## config.mk

```make
export PLATFORM = sky130hd
export DESIGN_NAME = mem_port_arbiter
export DESIGN_NICKNAME = d
export VERILOG_FILES = /design/src/rtl/riscv_mem_pkg.sv /design/src/rtl/mem_wait_timer.sv /design/src/rtl/mem_port_arbiter.sv
export SDC_FILE = /design/constraint.sdc
export NUM_CORES = 1
export LEC_CHECK = 0
export ABC_AREA = 1
export ABC_CLOCK_PERIOD_IN_PS = 4100
export BUFFER_PORTS_ARGS = -buffer_cell sky130_fd_sc_hd__buf_2
export CORE_MARGIN = 1.5
export CORE_UTILIZATION = 40
export CTS_CLUSTER_SIZE = 8
export DETAILED_ROUTE_END_ITERATION = 10
export GPL_ROUTABILITY_DRIVEN = 1
export PLACE_DENSITY_LB_ADDON = 0.3
export SETUP_SLACK_MARGIN = 0.4
export SYNTH_ARGS = -nofsm -noshare
export SYNTH_HDL_FRONTEND = slang
export SYNTH_HIERARCHICAL = 1
export SYNTH_SLANG_ARGS = --single-unit
```

## constraint.sdc

```tcl
create_clock -name clk -period 4.1 [get_ports clk]
set_clock_uncertainty 0.05 [all_clocks]
set_input_delay 0.41 -clock clk [delete_from_list [all_inputs] [get_ports clk]]
set_output_delay 0.41 -clock clk [all_outputs]
set_load 0.02 [all_outputs]
```

## src/rtl/riscv_mem_pkg.sv

```systemverilog
// Shared types and constants for the instruction/data memory port arbiter.
package riscv_mem_pkg;

    typedef enum logic [1:0] {
        ARB     = 2'd0,
        DATA    = 2'd1,
        FETCH   = 2'd2,
        RELEASE = 2'd3
    } arb_state_e;

    localparam logic [31:0] NOP_INSTR       = 32'h0000_0013;
    localparam int unsigned DEF_TIMEOUT_CYC = 32'd255;

endpackage

```

## src/rtl/mem_wait_timer.sv

```systemverilog
// Wait-state counter for one memory transfer; pulses o_timeout on the last
// allowed cycle of a transfer that has not been acknowledged.
module mem_wait_timer
    import riscv_mem_pkg::*;
#(
    parameter int unsigned TIMEOUT_CYC = DEF_TIMEOUT_CYC
) (
    input  logic i_clk,
    input  logic i_rst_n,
    input  logic i_clr,
    input  logic i_en,
    output logic o_timeout
);

    localparam int unsigned CNT_W = (TIMEOUT_CYC > 32'd1) ? $clog2(TIMEOUT_CYC) : 32'd1;
    localparam logic [CNT_W-1:0] LAST_CNT = CNT_W'(TIMEOUT_CYC - 32'd1);

    logic [CNT_W-1:0] r_count;

    // Count unacknowledged request cycles; clear has priority so a new transfer starts at zero.
    always_ff @(posedge i_clk or negedge i_rst_n) begin
        if (!i_rst_n) begin
            r_count <= '0;
        end else if (i_clr) begin
            r_count <= '0;
        end else if (i_en) begin
            r_count <= r_count + CNT_W'(1);
        end else begin
            r_count <= r_count;
        end
    end

    assign o_timeout = i_en && (r_count == LAST_CNT);

endmodule

```

## src/rtl/mem_port_arbiter.sv

```systemverilog
// Shares a single-ported memory between fetch and M-stage load/store: each
// pipeline step serves data first, then fetch, then releases for one cycle.
module mem_port_arbiter
    import riscv_mem_pkg::*;
#(
    parameter int unsigned ADDR_W      = 32,
    parameter int unsigned DATA_W      = 32,
    parameter int unsigned TIMEOUT_CYC = DEF_TIMEOUT_CYC
) (
    input  logic              clk,
    input  logic              rst,
    input  logic [ADDR_W-1:0] PCF,
    output logic [DATA_W-1:0] InstrF,
    input  logic [ADDR_W-1:0] ALUResultM,
    input  logic [DATA_W-1:0] WriteDataM,
    input  logic              MemWriteM,
    input  logic              MemReadM,
    output logic [DATA_W-1:0] ReadDataM,
    output logic              StallMem,
    output logic              mem_req,
    output logic              mem_we,
    output logic [ADDR_W-1:0] mem_addr,
    output logic [DATA_W-1:0] mem_wdata,
    input  logic [DATA_W-1:0] mem_rdata,
    input  logic              mem_ack,
    output logic              bus_err
);

    localparam logic [DATA_W-1:0] NOP_W = DATA_W'(NOP_INSTR);

    arb_state_e r_state;
    arb_state_e w_next;
    logic       w_timeout;
    logic       w_done;
    logic       w_wait_en;
    logic       w_clr;
    logic       w_is_load;

    // A simultaneous read+write request is treated as a store.
    assign w_is_load = MemReadM & ~MemWriteM;
    assign w_wait_en = mem_req & ~mem_ack;
    assign w_done    = mem_ack | w_timeout;
    assign w_clr     = (w_next != r_state);

    mem_wait_timer #(
        .TIMEOUT_CYC (TIMEOUT_CYC)
    ) u_wait_timer (
        .i_clk     (clk),
        .i_rst_n   (rst),
        .i_clr     (w_clr),
        .i_en      (w_wait_en),
        .o_timeout (w_timeout)
    );

    // State register.
    always_ff @(posedge clk or negedge rst) begin
        if (!rst) begin
            r_state <= ARB;
        end else begin
            r_state <= w_next;
        end
    end

    // Next-state logic.
    always_comb begin
        w_next = r_state;
        case (r_state)
            ARB:     w_next = (MemReadM | MemWriteM) ? DATA : FETCH;
            DATA:    w_next = w_done ? FETCH : DATA;
            FETCH:   w_next = w_done ? RELEASE : FETCH;
            RELEASE: w_next = ARB;
            default: w_next = ARB;
        endcase
    end

    // Bus and stall outputs decoded from the state register.
    always_comb begin
        mem_req   = 1'b0;
        mem_we    = 1'b0;
        mem_addr  = '0;
        mem_wdata = '0;
        StallMem  = 1'b1;
        case (r_state)
            DATA: begin
                mem_req   = 1'b1;
                mem_we    = MemWriteM;
                mem_addr  = ALUResultM;
                mem_wdata = WriteDataM;
            end
            FETCH: begin
                mem_req   = 1'b1;
                mem_addr  = PCF;
            end
            RELEASE: begin
                StallMem  = 1'b0;
            end
            ARB: begin
                StallMem  = 1'b1;
            end
            default: begin
                StallMem  = 1'b1;
            end
        endcase
    end

    // Capture returned data; a timed-out transfer substitutes a safe value.
    always_ff @(posedge clk or negedge rst) begin
        if (!rst) begin
            InstrF    <= NOP_W;
            ReadDataM <= '0;
            bus_err   <= 1'b0;
        end else begin
            if ((r_state == DATA) && w_done && w_is_load) begin
                ReadDataM <= mem_ack ? mem_rdata : '0;
            end else begin
                ReadDataM <= ReadDataM;
            end
            if ((r_state == FETCH) && w_done) begin
                InstrF <= mem_ack ? mem_rdata : NOP_W;
            end else begin
                InstrF <= InstrF;
            end
            if (w_timeout) begin
                bus_err <= 1'b1;
            end else begin
                bus_err <= bus_err;
            end
        end
    end

endmodule

```

; After elaboration in Yosys (flattened, before gate mapping)
; Index checks and enable logic that the tools add are counted.
[classes]
addsub = 1
n_eq_ne = 5
muxes = 13
bitwise_logic = 6
reduce_logical = 7
[ops]
columns = operator, count
row1 = 32-bit two-way mux, 3
row2 = 32-bit one-hot mux with 2 select lines, 1
row3 = 8-bit two-way mux, 2
row4 = "8-bit by 1-bit adder with 8-bit output, second input constant", 1
row5 = "8-bit equality test, second input constant", 1
row6 = 2-bit one-hot mux with 4 select lines, 1
row7 = "2-bit equality test, second input constant", 2
row8 = 1-bit logical AND, 4
row9 = 1-bit two-way mux, 4
row10 = 2-bit two-way mux, 2
row11 = 1-bit AND, 2
row12 = "2-bit by 1-bit equality test with 1-bit output, second input constant", 1
row13 = 2-bit logical NOT, 1
row14 = 2-bit inequality test, 1
row15 = 1-bit NOT, 2
row16 = 1-bit bitwise OR, 2
row17 = 2-bit nonzero test, 1
row18 = 2-bit OR reduction, 1
[word_totals]
ff_bits = 75
in_bits = 133

; Longest topological paths before layout
; Gate-level depths: netlist of run 1.
[logic_depth]
word_depth = 10
mapped_depth = 21
ltp_nobuf = 20

; Hierarchy
; Netlist of run 1, hierarchy kept.
[modules_own_cells]
columns = module, n_inst, cells_each, area_each_um2, seq_area_each_um2
row1 = mem_port_arbiter, 1, 465, 3572.2, 1680.4
row2 = mem_wait_timer, 1, 59, 444.2, 200.2

; Worst setup path before layout of run 1
; OpenSTA, ideal clock, no wires.
[synth_path]
path_type = register to register
startpoint = reg r_state[0]
endpoint = reg u_wait_timer.r_count[6]
setup_ns = 0.119
arrival_time_ns = 2.802
path_slack_ns = 1.129
path_stages_with_launch = 21
path_buffers = 1
period_less_slack_ns = 2.971
cell_sequence = dfrtp_1 -> inv_1 -> ha_1 -> inv_1 -> buf_1 -> nor2_1 -> nand4_1 -> nor3_1 -> inv_1 -> nand2_4 -> nand2_1 -> nand3_1 -> nand3_1 -> nand2_1 -> inv_1 -> nand2_1 -> nor2_4 -> nor2_1 -> nand3_1 -> nand2_1 -> nor2_1
[synth_via]
elab_chain_len = 10
word_cells_on_any_way = 15
cone_classes = eq/ne (4) / mux (5) / bitwise (2) / reduce/logical (4)
[synth_rtl]
columns = element, line
row1 = start: declaration, mem_port_arbiter.sv:31  ; arb_state_e r_state;
row2 = start signal: assignment, mem_port_arbiter.sv:60  ; r_state <= w_next;
row3 = 2-bit by 1-bit equality test with 1-bit output or 2-bit equality test (tied branches), mem_port_arbiter.sv:83  ; case (r_state)
row4 = 2-bit OR reduction (no source line) *, -
row5 = 1-bit two-way mux *, mem_port_arbiter.sv:83
row6 = net mem_req, mem_port_arbiter.sv:20  ; output logic mem_req,
row7 = 1-bit AND *, mem_port_arbiter.sv:41  ; assign w_wait_en = mem_req & ~mem_ack;
row8 = net w_wait_en, mem_port_arbiter.sv:35  ; logic w_wait_en;
row9 = 1-bit logical AND *, mem_wait_timer.sv:33  ; assign o_timeout = i_en && (r_count == LAST_CNT);
row10 = net w_timeout, mem_port_arbiter.sv:33  ; logic w_timeout;
row11 = 1-bit bitwise OR *, mem_port_arbiter.sv:42  ; assign w_done = mem_ack | w_timeout;
row12 = 1-bit two-way mux or 2-bit two-way mux (tied branches), "mem_port_arbiter.sv:70, mem_port_arbiter.sv:69"
row13 = 2-bit one-hot mux with 4 select lines *, mem_port_arbiter.sv:67  ; case (r_state)
row14 = 2-bit inequality test *, mem_port_arbiter.sv:43  ; assign w_clr = (w_next != r_state);
row15 = net w_clr, mem_port_arbiter.sv:36  ; logic w_clr;
row16 = 8-bit two-way mux or 2-bit nonzero test (tied branches), -
row17 = end signal: assignment, mem_wait_timer.sv:27  ; r_count <= r_count + CNT_W'(1);
row18 = end signal: assignment, mem_wait_timer.sv:29  ; r_count <= r_count;
row19 = end: declaration, mem_wait_timer.sv:18  ; logic [CNT_W-1:0] r_count;
; Mark *: on every way through the listed nets, which the timed path passes. The rest lies on a longest branch.
; A chain may end at the register's enable or synchronous reset.

; Worst setup path after layout of run 1
[layout_path]
startpoint = reg r_state[0]
endpoint = reg u_wait_timer.r_count[6]
[layout_via]
elab_chain_len = 10
word_cells_on_any_way = 15
cone_classes = eq/ne (4) / mux (5) / bitwise (2) / reduce/logical (4)
[layout_rtl]
columns = element, line
row1 = 2-bit by 1-bit equality test with 1-bit output or 2-bit equality test (tied branches), mem_port_arbiter.sv:83
row2 = 2-bit OR reduction (no source line) *, -
row3 = 1-bit two-way mux *, mem_port_arbiter.sv:83
row4 = 1-bit AND *, mem_port_arbiter.sv:41
row5 = net w_wait_en, mem_port_arbiter.sv:35
row6 = 1-bit logical AND *, mem_wait_timer.sv:33
row7 = net w_timeout, mem_port_arbiter.sv:33
row8 = 1-bit bitwise OR *, mem_port_arbiter.sv:42
row9 = 1-bit two-way mux or 2-bit two-way mux (tied branches), "mem_port_arbiter.sv:70, mem_port_arbiter.sv:69"
row10 = 2-bit one-hot mux with 4 select lines *, mem_port_arbiter.sv:67
row11 = 2-bit inequality test *, mem_port_arbiter.sv:43
row12 = net w_clr, mem_port_arbiter.sv:36
row13 = 8-bit two-way mux or 2-bit nonzero test (tied branches), -
; Marked as above.

==> impl_results.md, run 1 <==
* GRT overflow at 0
* Core ar. at 0.00977 mm^2
* Final HPWL DP at 9590 um
* Ys Warns at 6
* Logic pwr share at 0.580
* H-tree depth at 3
* Row count at 36
* Largest net degree at the start of global routing at 76
* Most frequent cells after synthesis: nand2_1, dfrtp_1, inv_1
* Unique masters post-synth at 23
* Final-stage net count at 913
* Die area at 0.0107 mm^2
* Synth Register Bits at 75
* CTS Sinks at 75
* Placed cell count at 896
* Remaining DRCs at 0
* Endpoints failing setup at 0
* Post-Syn Instances at 524
* CTS buffer count at 9
* Post-synth EDFFs at 0
* Fin Setup TNS at 0 ps
* Antenna Cells at 0
* Crit path kind: reg2reg
* Synth top area cells: dfrtp_1, nand2_1, o21ai_2
* Sequential area share after synthesis at 0.468
* Period utilization at 0.726
* Number of antenna violations at the first check in global routing at 0
* Max Transition Viols Final at 0
* Dominant cell type by area after synthesis: dfrtp_1
* CP Data Required Time at 4280 ps
* Sequential Power Share at 0.296
* Post-CTS Setup Bufs at 0
* CTS Root Cell: clkbuf_8
* Layout cells sized above 1 at 0.421
* Area grow syn2layout at 37.7%
* Synth Area per Inst at 7.66 um^2
* Max-cap violations at 0
* Async set-reset flop share out of synthesis at 1.00
* Vias in the first global route at 3,659
* Run status: finished clean
* Crit path time final at 2980 ps
* R2r worst-path depth at 19
* Final Instance Count excl. Fillers at 912
* Die outline height at 103 um
* CTS tree: done
* First-pass GRT wire length at 18,100 um
* Ys flop type: dfrtp_1
* Area share of the largest cell type after synthesis at 0.449
* Post-CTS Hold Fix Bufs at 0
* Internal power at 2.02 mW
* Relative slew margins at 0.384
* Clk slew on worst S/H paths at 80 ps
* Crit path max fanout at 7
* Count leader, synth: nand2_1
* PD cells at 743 mW/mm^2
* Initial core utilization at 0.411
* Final Wtd Congestion at 0.911
* Routed length per instance at 14.0 um
* Buffer depth of the longest clock path at 2
* Slew of the pin with the lowest slew margin at 925 ps
* Final Hold Vio Count at 0
* RSZ-0062 raised after global routing: false
* Crit path arrival time at 3160 ps
* Clock power frac at 0.124
* Synth Cell Area at 0.00402 mm^2
* HP Class: in2async
* Detailed-router iteration count before antenna repair at 4
* Net Sw Frac at 0.508
* Post-detailed-routing wire length at 12,700 um
* DR iter-0 viols at 161
* Width of the chip at 103 um
* CP Capture Type: flop
* Antenna-violating nets left at 0
* Boundary Pins at 265
* LEAKAGE at 3.29 nW
* Vias per cell at 4.75
* All-Layer GR Usage at 0.221
* Net load switching power at 2.09 mW
* Startpoint Class: flop
* Fmax at 336 MHz
* Number of port buffers at 264
* Peak supply drop at 308 uV
* Post-CTS resize count at 0
* Clk_lat worst skew at 330 ps
* Syn_nets at 663
* Via count at 4,328
[cell type report]
| cell class | instances | area, um^2 |
|---|---|---|
| multi-input combinational | 366 | 1740 |
| fill | 925 | 4240 |
| timing repair buffer | 270 | 1370 |
| tap | 133 | 166 |
| clock buffer | 11 | 141 |
| sequential | 75 | 1880 |
| inverter | 52 | 195 |
| clock inverter | 5 | 37.5 |
[cells in the final DEF, fill, tap and decap left out, types with 2 or more instances in the layout]
cell          n
buf_2       263
nand2_1     219
dfrtp_1      72
inv_1        50
a21oi_1      39
o21ai_0      34
o21ai_2      32
nor2_1       18
nand3_1      10
clkbuf_8     10
buf_4         7
ha_1          5
dfstp_2       3
inv_2         2
clkinvlp_4    2
nand4_1       2
[flip-flops by register name (all words and copies together), names as in the netlist]
name / count
InstrF: 32
ReadDataM: 32
bus_err: 1
r_state: 2
u_wait_timer/r_count: 8
[final timing paths]
| kind | end | startpoint | slack, ps |
|---|---|---|---|
| setup / recovery | u_wait_timer/r_count[6] | r_state[0] | 1120 |
| hold / removal | InstrF[30] | rst | 160 |
| setup reg to reg | u_wait_timer/r_count[6] | r_state[0] | 1120 |
| hold reg to reg | InstrF[1] | InstrF[1] | 420 |
| max in group asynchronous | InstrF[15] | rst | 3250 |
| min in group clk | InstrF[4] | mem_rdata[4] | 270 |
[power groups by stage]
stage | clock (mW) | sequential, mW | combinational, mW
2_1_floorplan | 0 | 1.56 | 1.25
3_3_place_gp | 0 | 1.21 | 2.36
3_5_place_dp | 0 | 1.22 | 2.40
4_1_cts | 0.527 | 1.21 | 2.40
5_1_grt | 0.557 | 1.25 | 2.63
6_report | 0.509 | 1.22 | 2.39
[stage by stage]
stage / util / hold slack, ps / setup WS [ps] / area [um^2] / power, mW
final: 0.566 / 164 / 1120 / 5530 / 4.11
after global routing: 0.566 / 227 / 791 / 5530 / 4.43
after CTS: 0.566 / 184 / 1160 / 5530 / 4.14
after detailed placement: 0.547 / 400 / 1170 / 5350 / 3.62
after global placement: 0.547 / 401 / 1370 / 5350 / 3.56
after floorplan: - / 64.4 / 1130 / 4020 / 2.81
[cell families after synthesis]
family / synth area share
flops: 0.468
simple gates: 0.253
compound gates: 0.161
buf+inv: 0.0991
fa+ha+maj: 0.0187
[routing by layer]
| layer | global-route usage | wire (um) | share of wire |
|---|---|---|---|
| met1 | 0.295 | 5440 | 0.43 |
| met2 | 0.357 | 6170 | 0.48 |
| met3 | 0.0511 | 934 | 0.073 |
| met4 | 0.0738 | 190 | 0.015 |
| met5 | 0 | 0 | 0 |
[worst max-delay path: stages, from the launching register on]
cell and delay (ps):
dfrtp_1 420, inv_1 100, ha_1 300, inv_1 50
nor2_1 250, nand4_1 130, nor3_1 380, inv_1 140
nand2_4 110, nand2_1 50, nand3_1 100, nand3_1 70
nand2_1 80, inv_1 40, nand2_1 110, nor2_4 80
nor2_1 200, nand3_1 100, nand2_1 80, nor2_1 40
No activity file was read; power rests on OpenSTA's default activity.
==> inputs of run 2 (changes only) <==
--- a/config.mk
+++ b/config.mk
@@ -6,10 +6,10 @@
 export NUM_CORES = 1
 export LEC_CHECK = 0
 export ABC_AREA = 1
-export ABC_CLOCK_PERIOD_IN_PS = 4100
+export ABC_CLOCK_PERIOD_IN_PS = 2420
 export BUFFER_PORTS_ARGS = -buffer_cell sky130_fd_sc_hd__buf_2
 export CORE_MARGIN = 1.5
-export CORE_UTILIZATION = 40
+export CORE_UTILIZATION = 38
 export CTS_CLUSTER_SIZE = 8
 export DETAILED_ROUTE_END_ITERATION = 10
 export GPL_ROUTABILITY_DRIVEN = 1
==> constraint.sdc (replaced) <==
create_clock -name clk -period 2.42 [get_ports clk]
set_clock_uncertainty 0.05 [all_clocks]
set_input_delay 0.242 -clock clk [delete_from_list [all_inputs] [get_ports clk]]
set_output_delay 0.242 -clock clk [all_outputs]
set_load 0.02 [all_outputs]
==> impl_results.md, run 2 (synthesis gave the netlist of run 1 again) <==
* Vias per cell at 5.25 (was 4.75)
* CP Capture Type: flop (unchanged)
* Final Hold Vio Count at 18 (was 0)
* PnR worst setup slack at -280 ps (was 1120 ps)
* Final HPWL DP at 9980 um (was 9590 um)
* PD cells at 1370 mW/mm^2 (was 743 mW/mm^2)
* Detailed-router iteration count before antenna repair at 5 (was 4)
* CTS Root Cell: clkbuf_8 (unchanged)
* GRT overflow at 0 (unchanged)
* Antenna-violating nets left at 0 (unchanged)
* Most used cell, CP: nand2_1
* Crit path max fanout at 6 (was 7)
* CP Cell Sequence: inv_2 > ha_4 > inv_4 > nor2_4 > nand4_1 > nor3_4 > o21ai_1 > nand2_1 > nand2_1 > nand2_1 > nand2_1 > nand2_2 > nand2_4 > nor2_4 > nor2_1 > nand2_1 > nand2_1 > nand2_1 > nor2_1 (was inv_1 > ha_1 > inv_1 > nor2_1 > nand4_1 > nor3_1 > inv_1 > nand2_4 > nand2_1 > nand3_1 > nand3_1 > nand2_1 > inv_1 > nand2_1 > nor2_4 > nor2_1 > nand3_1 > nand2_1 > nor2_1)
* Max-cap violations at 0 (unchanged)
* Critical path origin: r_state[1] (was r_state[0])
* Post-detailed-routing wire length at 18,400 um (was 12,700 um)
* Initial core utilization at 0.391 (was 0.411)
* Fin area at 0.00749 mm^2 (was 0.00553 mm^2)
* Crit path time final at 2700 ps (was 2980 ps)
* CTS tree: done (unchanged)
* Clk slew on worst S/H paths at 90 ps (was 80 ps)
* Largest regs: InstrF (32), ReadDataM (32), u_wait_timer/r_count (8) (unchanged)
* CP Data Required Time at 2600 ps (was 4280 ps)
* Boundary Pins at 265 (unchanged)
* RSZ-0062 raised after global routing: true (was false)
* HP Class: in2async (unchanged)
* Slew of the pin with the lowest slew margin at 946 ps (was 925 ps)
* Row count at 37 (was 36)
* Number of antenna violations at the first check in global routing at 0 (unchanged)
* Via count at 5,088 (was 4,328)
* Area grow syn2layout at 86.5% (was 37.7%)
* Antenna Cells at 0 (unchanged)
* Worst R2R End: u_wait_timer/r_count[7] (was u_wait_timer/r_count[6])
* Core ar. at 0.0103 mm^2 (was 0.00977 mm^2)
* Reg-to-Reg Start: r_state[1] (was r_state[0])
* Max Transition Viols Final at 0 (unchanged)
* DR iter-0 viols at 437 (was 161)
* Buf/Inv on CP at 2 (was 4)
* Post-CTS Hold Fix Bufs at 0 (unchanged)
* Vias in the first global route at 4,526 (was 3,659)
* Die area at 0.0112 mm^2 (was 0.0107 mm^2)
* Die outline height at 106 um (was 103 um)
* Fmax at 370 MHz (was 336 MHz)
* Period utilization at 1.12 (was 0.726)
* DP Area at 0.00554 mm^2 (was 0.00535 mm^2)
* First-pass GRT wire length at 23,700 um (was 18,100 um)
* Dpl ws at -33.4 ps (was 1170 ps)
* R2r worst-path depth at 19 (unchanged)
* H-tree depth at 3 (unchanged)
* Final Wtd Congestion at 0.866 (was 0.911)
* Final-stage net count at 969 (was 913)
* Crit path kind: reg2reg (unchanged)
* Endpoints failing setup at 39 (was 0)
* Buffer depth of the longest clock path at 2 (unchanged)
* Startpoint Class: flop (unchanged)
* Remaining DRCs at 0 (unchanged)
* CTS buffer count at 9 (unchanged)
* LEAKAGE at 3.99 nW (was 3.29 nW)
* Crit path max-delay family: simple AND/OR/NAND/NOR gates (unchanged)
* Number of port buffers at 264 (unchanged)
* Width of the chip at 106 um (was 103 um)
* Layout cells sized above 1 at 0.626 (was 0.421)
* Final Instance Count excl. Fillers at 970 (was 912)
* Run status: complete, but fails checks (was finished clean)
* Routed length per instance at 19.0 um (was 14.0 um)
* Commonest non-fill, non-tap cell in the layout: buf_2 (unchanged)
* WHS at -27.4 ps (was 164 ps)
* Largest net degree at the start of global routing at 76 (unchanged)
* Slowest Stage Delay on Critical Path at 420 ps (about the same)
* Violated checks: negative hold slack, negative setup slack
* All-Layer GR Usage at 0.273 (was 0.221)
* Crit-path slowest cell: dfrtp_1 (unchanged)
* Placed cell count at 905 (was 896)
* Peak supply drop at 829 uV (was 308 uV)
* Crit path arrival time at 2880 ps (was 3160 ps)
* Clk_lat worst skew at 340 ps (was 330 ps)
* Relative slew margins at 0.369 (was 0.384)
* Reg2Reg Setup Slack at -280 ps (was 1120 ps)
* Commonest cells after routing, fill and taps aside: buf_2, nand2_1, dfrtp_1, buf_6, nand2_2 (was buf_2, nand2_1, dfrtp_1, inv_1, a21oi_1)
* CTS Sinks at 75 (unchanged)
## run 2: cell count changes in the layout (fill, tap and decap cells not counted), moves of 26 or more
cell	delta
buf_6	+57
buf_2	-62
nand2_1	-75
a21oi_2	+26
buf_4	+30
nand2_4	+33
a21oi_1	-30
nand2_2	+40
## run 2: per-stage QoR
stage               setup TNS (ps)  total power, mW  utilization  hold slack [ps]
CTS                              0             8.37        0.628             27.2
detailed placement           -39.4             6.44        0.539              403
global route                 -5770             10.7        0.729             71.1
floorplan                    -66.5             4.96            -             -104
global placement                 0             6.34        0.539              385
finish                       -3820             10.3        0.729            -27.4
## run 2: worst max-delay path by stage
stage                     cells past startpoint                 endpoint
after floorplan                              20  u_wait_timer/r_count[7]
after detailed placement                     19  u_wait_timer/r_count[7]
after CTS                                    19  u_wait_timer/r_count[7]
after global placement                       19  u_wait_timer/r_count[7]
final                                        19  u_wait_timer/r_count[7]
after global routing                         19  u_wait_timer/r_count[7]
## run 2: layer usage
layer | global-route usage | vias up | share of wire
met1 | 0.350 | 2486 | 0.37
met5 | 0 | - | 0
met4 | 0.0463 | 0 | 0.025
met3 | 0.0575 | 56 | 0.083
met2 | 0.481 | 292 | 0.52
li1 | - | 2254 | -
## run 2: area by class of cell
cell class / count / area [um^2]
fill: 705 / 2790
timing repair buffer: 326 / 2620
multi-input combinational: 366 / 2360
sequential: 75 / 1880
inverter: 52 / 198
tap: 136 / 170
clock inverter: 6 / 138
clock buffer: 9 / 124
## run 2: power breakdown
part | internal [mW] | leakage, nW | switching [mW]
sequential | 1.77 | 0.967 | 0.366
combinational | 2.95 | 2.90 | 3.90
clock | 0.790 | 0.130 | 0.482
## run 2: timing repair
| item | 4_1_cts | 5_1_grt |
|---|---|---|
| setup endpoints to repair | 124 | 131 |
| pin swaps | 14 | 30 |
| cloned | 9 | 6 |
| gates resized for setup | 71 | 227 |
| buffers inserted | 16 | 19 |
==> inputs of run 3 (changes only) <==
--- a/config.mk
+++ b/config.mk
@@ -8,13 +8,13 @@
 export ABC_AREA = 1
 export ABC_CLOCK_PERIOD_IN_PS = 2420
 export BUFFER_PORTS_ARGS = -buffer_cell sky130_fd_sc_hd__buf_2
-export CORE_MARGIN = 1.5
 export CORE_UTILIZATION = 38
 export CTS_CLUSTER_SIZE = 8
 export DETAILED_ROUTE_END_ITERATION = 10
 export GPL_ROUTABILITY_DRIVEN = 1
 export PLACE_DENSITY_LB_ADDON = 0.3
 export SETUP_SLACK_MARGIN = 0.4
+export SLEW_MARGIN = 20
 export SYNTH_ARGS = -nofsm -noshare
 export SYNTH_HDL_FRONTEND = slang
 export SYNTH_HIERARCHICAL = 1
==> constraint.sdc (replaced) <==
create_clock -name clk -period 2.42 [get_ports clk]
set_clock_uncertainty 0.05 [all_clocks]
set_input_delay 0.484 -clock clk [delete_from_list [all_inputs] [get_ports clk]]
set_output_delay 0.484 -clock clk [all_outputs]
set_load 0.02 [all_outputs]
==> impl_results.md, run 3 (synthesis gave the netlist of run 1 again) <==
* CP Data Required Time at 2590 ps (was 2600 ps)
* Number of port buffers at 264 (unchanged)
* Sequential Power Share at 0.212 (was 0.208)
* Hold path cells at 3
* Run status: complete, but fails checks (unchanged)
* H-tree depth at 3 (unchanged)
* Dpl ws at -95.9 ps (was -33.4 ps)
* Net Sw Frac at 0.473 (was 0.463)
* Initial core utilization at 0.391 (unchanged)
* Violated checks: negative setup slack (was negative hold slack, negative setup slack)
* Final Instance Count excl. Fillers at 967 (was 970)
* Area grow syn2layout at 86.1% (was 86.5%)
* Final Hold Vio Count at 0 (was 18)
* Buffer depth of the longest clock path at 2 (unchanged)
* Peak supply drop at 659 uV (was 829 uV)
* Relative slew margins at 0.705 (was 0.369)
* Max-cap violations at 0 (unchanged)
* DR iter-0 viols at 581 (was 437)
* Reg-to-Reg Start: r_state[1] (unchanged)
* Fmax at 377 MHz (was 370 MHz)
* Crit path time final at 2660 ps (was 2700 ps)
* Die outline height at 105 um (was 106 um)
* Worst R2R End: u_wait_timer/r_count[2] (was u_wait_timer/r_count[7])
* CP Capture Type: flop (unchanged)
* Worst Min Path Start: mem_rdata[4]
* Largest regs: InstrF (32), ReadDataM (32), u_wait_timer/r_count (8) (unchanged)
* CTS tree: done (unchanged)
* Placed cell count at 906 (was 905)
* GRT overflow at 0 (unchanged)
* Commonest non-fill, non-tap cell in the layout: buf_2 (unchanged)
* Clk slew on worst S/H paths at 80 ps (was 90 ps)
* Crit path max fanout at 4 (was 6)
* Remaining DRCs at 0 (unchanged)
* Reg2Reg Setup Slack at -240 ps (was -280 ps)
* PnR worst setup slack at -236 ps (was -280 ps)
* Final HPWL DP at 10,600 um (was 9980 um)
* Crit path kind: reg2reg (unchanged)
* R2r worst-path depth at 18 (was 19)
* CTS Sinks at 75 (unchanged)
* Die area at 0.0110 mm^2 (was 0.0112 mm^2)
* Endpoints failing setup at 8 (was 39)
* Crit path arrival time at 2830 ps (was 2880 ps)
* DP Area at 0.00564 mm^2 (was 0.00554 mm^2)
* Final-stage net count at 965 (was 969)
* Clk_lat worst skew at 360 ps (was 340 ps)
* Startpoint Class: flop (unchanged)
* FF/Latch Area at 0.00188 mm^2 (unchanged)
* Vias in the first global route at 4,491 (was 4,526)
* Final Wtd Congestion at 0.903 (was 0.866)
* RSZ-0062 raised after global routing: true (unchanged)
* First-pass GRT wire length at 23,400 um (was 23,700 um)
* Layout cells sized above 1 at 0.645 (was 0.626)
* Commonest cells after routing, fill and taps aside: buf_2, nand2_1, dfrtp_1, nand2_2, buf_6 (was buf_2, nand2_1, dfrtp_1, buf_6, nand2_2)
* Number of antenna violations at the first check in global routing at 0 (unchanged)
* All-Layer GR Usage at 0.278 (was 0.273)
* Clock power frac at 0.103 (was 0.124)
* Row count at 37 (unchanged)
* Net load switching power at 4.81 mW (was 4.75 mW)
* Internal power at 5.36 mW (was 5.51 mW)
* Antenna-violating nets left at 0 (unchanged)
* Vias per cell at 5.24 (was 5.25)
* CTS buffer count at 9 (unchanged)
* Logic pwr share at 0.686 (was 0.668)
* Period utilization at 1.10 (was 1.12)
* # fillers at 693 (was 705)
* Fin area at 0.00748 mm^2 (was 0.00749 mm^2)
* Width of the chip at 105 um (was 106 um)
* CTS Root Cell: clkbuf_8 (unchanged)
* Core ar. at 0.0103 mm^2 (unchanged)
* Slew of the pin with the lowest slew margin at 443 ps (was 946 ps)
* LEAKAGE at 3.97 nW (was 3.99 nW)
* Detailed-router iteration count before antenna repair at 5 (unchanged)
* Largest net degree at the start of global routing at 37 (was 76)
* HP Class: in2reg (was in2async)
* Max Transition Viols Final at 0 (unchanged)
* Via count at 5,065 (was 5,088)
* PD cells at 1360 mW/mm^2 (was 1370 mW/mm^2)
* Post-detailed-routing wire length at 19,000 um (was 18,400 um)
* Hold Path End: ReadDataM[4]
* Antenna Cells at 0 (unchanged)
* Boundary Pins at 265 (unchanged)
* Routed length per instance at 19.6 um (was 19.0 um)
* Multi-input gate area at 0.00235 mm^2 (was 0.00236 mm^2)
==> run 3: cell types whose count changed in the layout (fill, tap and decap cells not counted), moves of 7 or more <==
cell       delta
nand2_4      -14
o21ai_0      -15
o21ai_2      +14
buf_4        -11
a21oi_2       +9
a21oi_1       -7
nand2_2      +26
inv_2        -13
nand2_1      -10
inv_1        +12
clkbuf_16     +7
==> run 3: how the worst max path moves through the flow <==
| stage | depth (start not counted) | start | end | slack (ps) |
|---|---|---|---|---|
| 2_1_floorplan | 20 | r_state[0] | u_wait_timer/r_count[7] | -20 |
| 3_3_place_gp | 19 | r_state[0] | u_wait_timer/r_count[7] | 60 |
| 3_5_place_dp | 19 | r_state[1] | u_wait_timer/r_count[5] | -100 |
| 4_1_cts | 19 | r_state[1] | u_wait_timer/r_count[7] | 50 |
| 5_1_grt | 19 | r_state[1] | u_wait_timer/r_count[2] | -320 |
| 6_report | 18 | r_state[1] | u_wait_timer/r_count[2] | -240 |
==> run 3: critical path: stages (launching register included) <==
cell     delay [ps]
dfrtp_1         390
inv_2            80
ha_4            290
inv_4            40
nor2_4           90
nand4_1         140
nor3_4          280
o21ai_1          90
nand2_1          90
nand2_2          70
nand2_2         100
nand2_2          70
nand2_2          70
nand2_2          70
nor2_4          150
buf_4           160
nor2_4           50
o21ai_1         160
a21oi_1          70
==> run 3: power groups by stage <==
| stage | registers [mW] | logic [mW] | clock network [mW] |
|---|---|---|---|
| final | 2.15 | 6.98 | 1.05 |
| after global routing | 2.20 | 7.31 | 1.12 |
| after CTS | 2.07 | 4.95 | 1.05 |
| after detailed placement | 2.09 | 4.52 | 0 |
| after global placement | 2.07 | 4.44 | 0 |
| after floorplan | 2.67 | 2.39 | 0 |
==> run 3: what timing repair did <==
item,4_1_cts,5_1_grt
cloned,5,16
setup buffers,7,16
pin swaps,5,38
endpoints found under the setup margin,137,137
hold endpoints to repair,12,0
hold buffers,1,0
resized for setup,35,267
==> run 3: per-stage QoR <==
stage	total power, mW	hold WS [ps]	util	setup TNS, ps
after CTS	8.06	319	0.601	0
final	10.2	336	0.727	-1160
after global placement	6.51	359	0.549	0
after floorplan	5.06	138	-	-66.5
after global routing	10.6	329	0.727	-3080
after detailed placement	6.61	354	0.549	-251
==> run 3: final cells by class <==
| type | count | area share |
|---|---|---|
| Sequential cell | 75 | 0.252 |
| Timing Repair Buffer | 322 | 0.356 |
| Multi-Input combinational cell | 366 | 0.314 |
| Clock buffer | 10 | 0.0171 |
| Clock inverter | 6 | 0.0107 |
| Inverter | 52 | 0.0274 |
| Tap cell | 136 | 0.0228 |
==> run 3: metal layers <==
metal | vias to the layer above | GRT usage | wire (um)
met5 | - | 0 | 0
met4 | 0 | 0.0865 | 821
met3 | 68 | 0.0649 | 1970
met2 | 368 | 0.471 | 9520
met1 | 2376 | 0.351 | 6670
li1 | 2253 | - | -
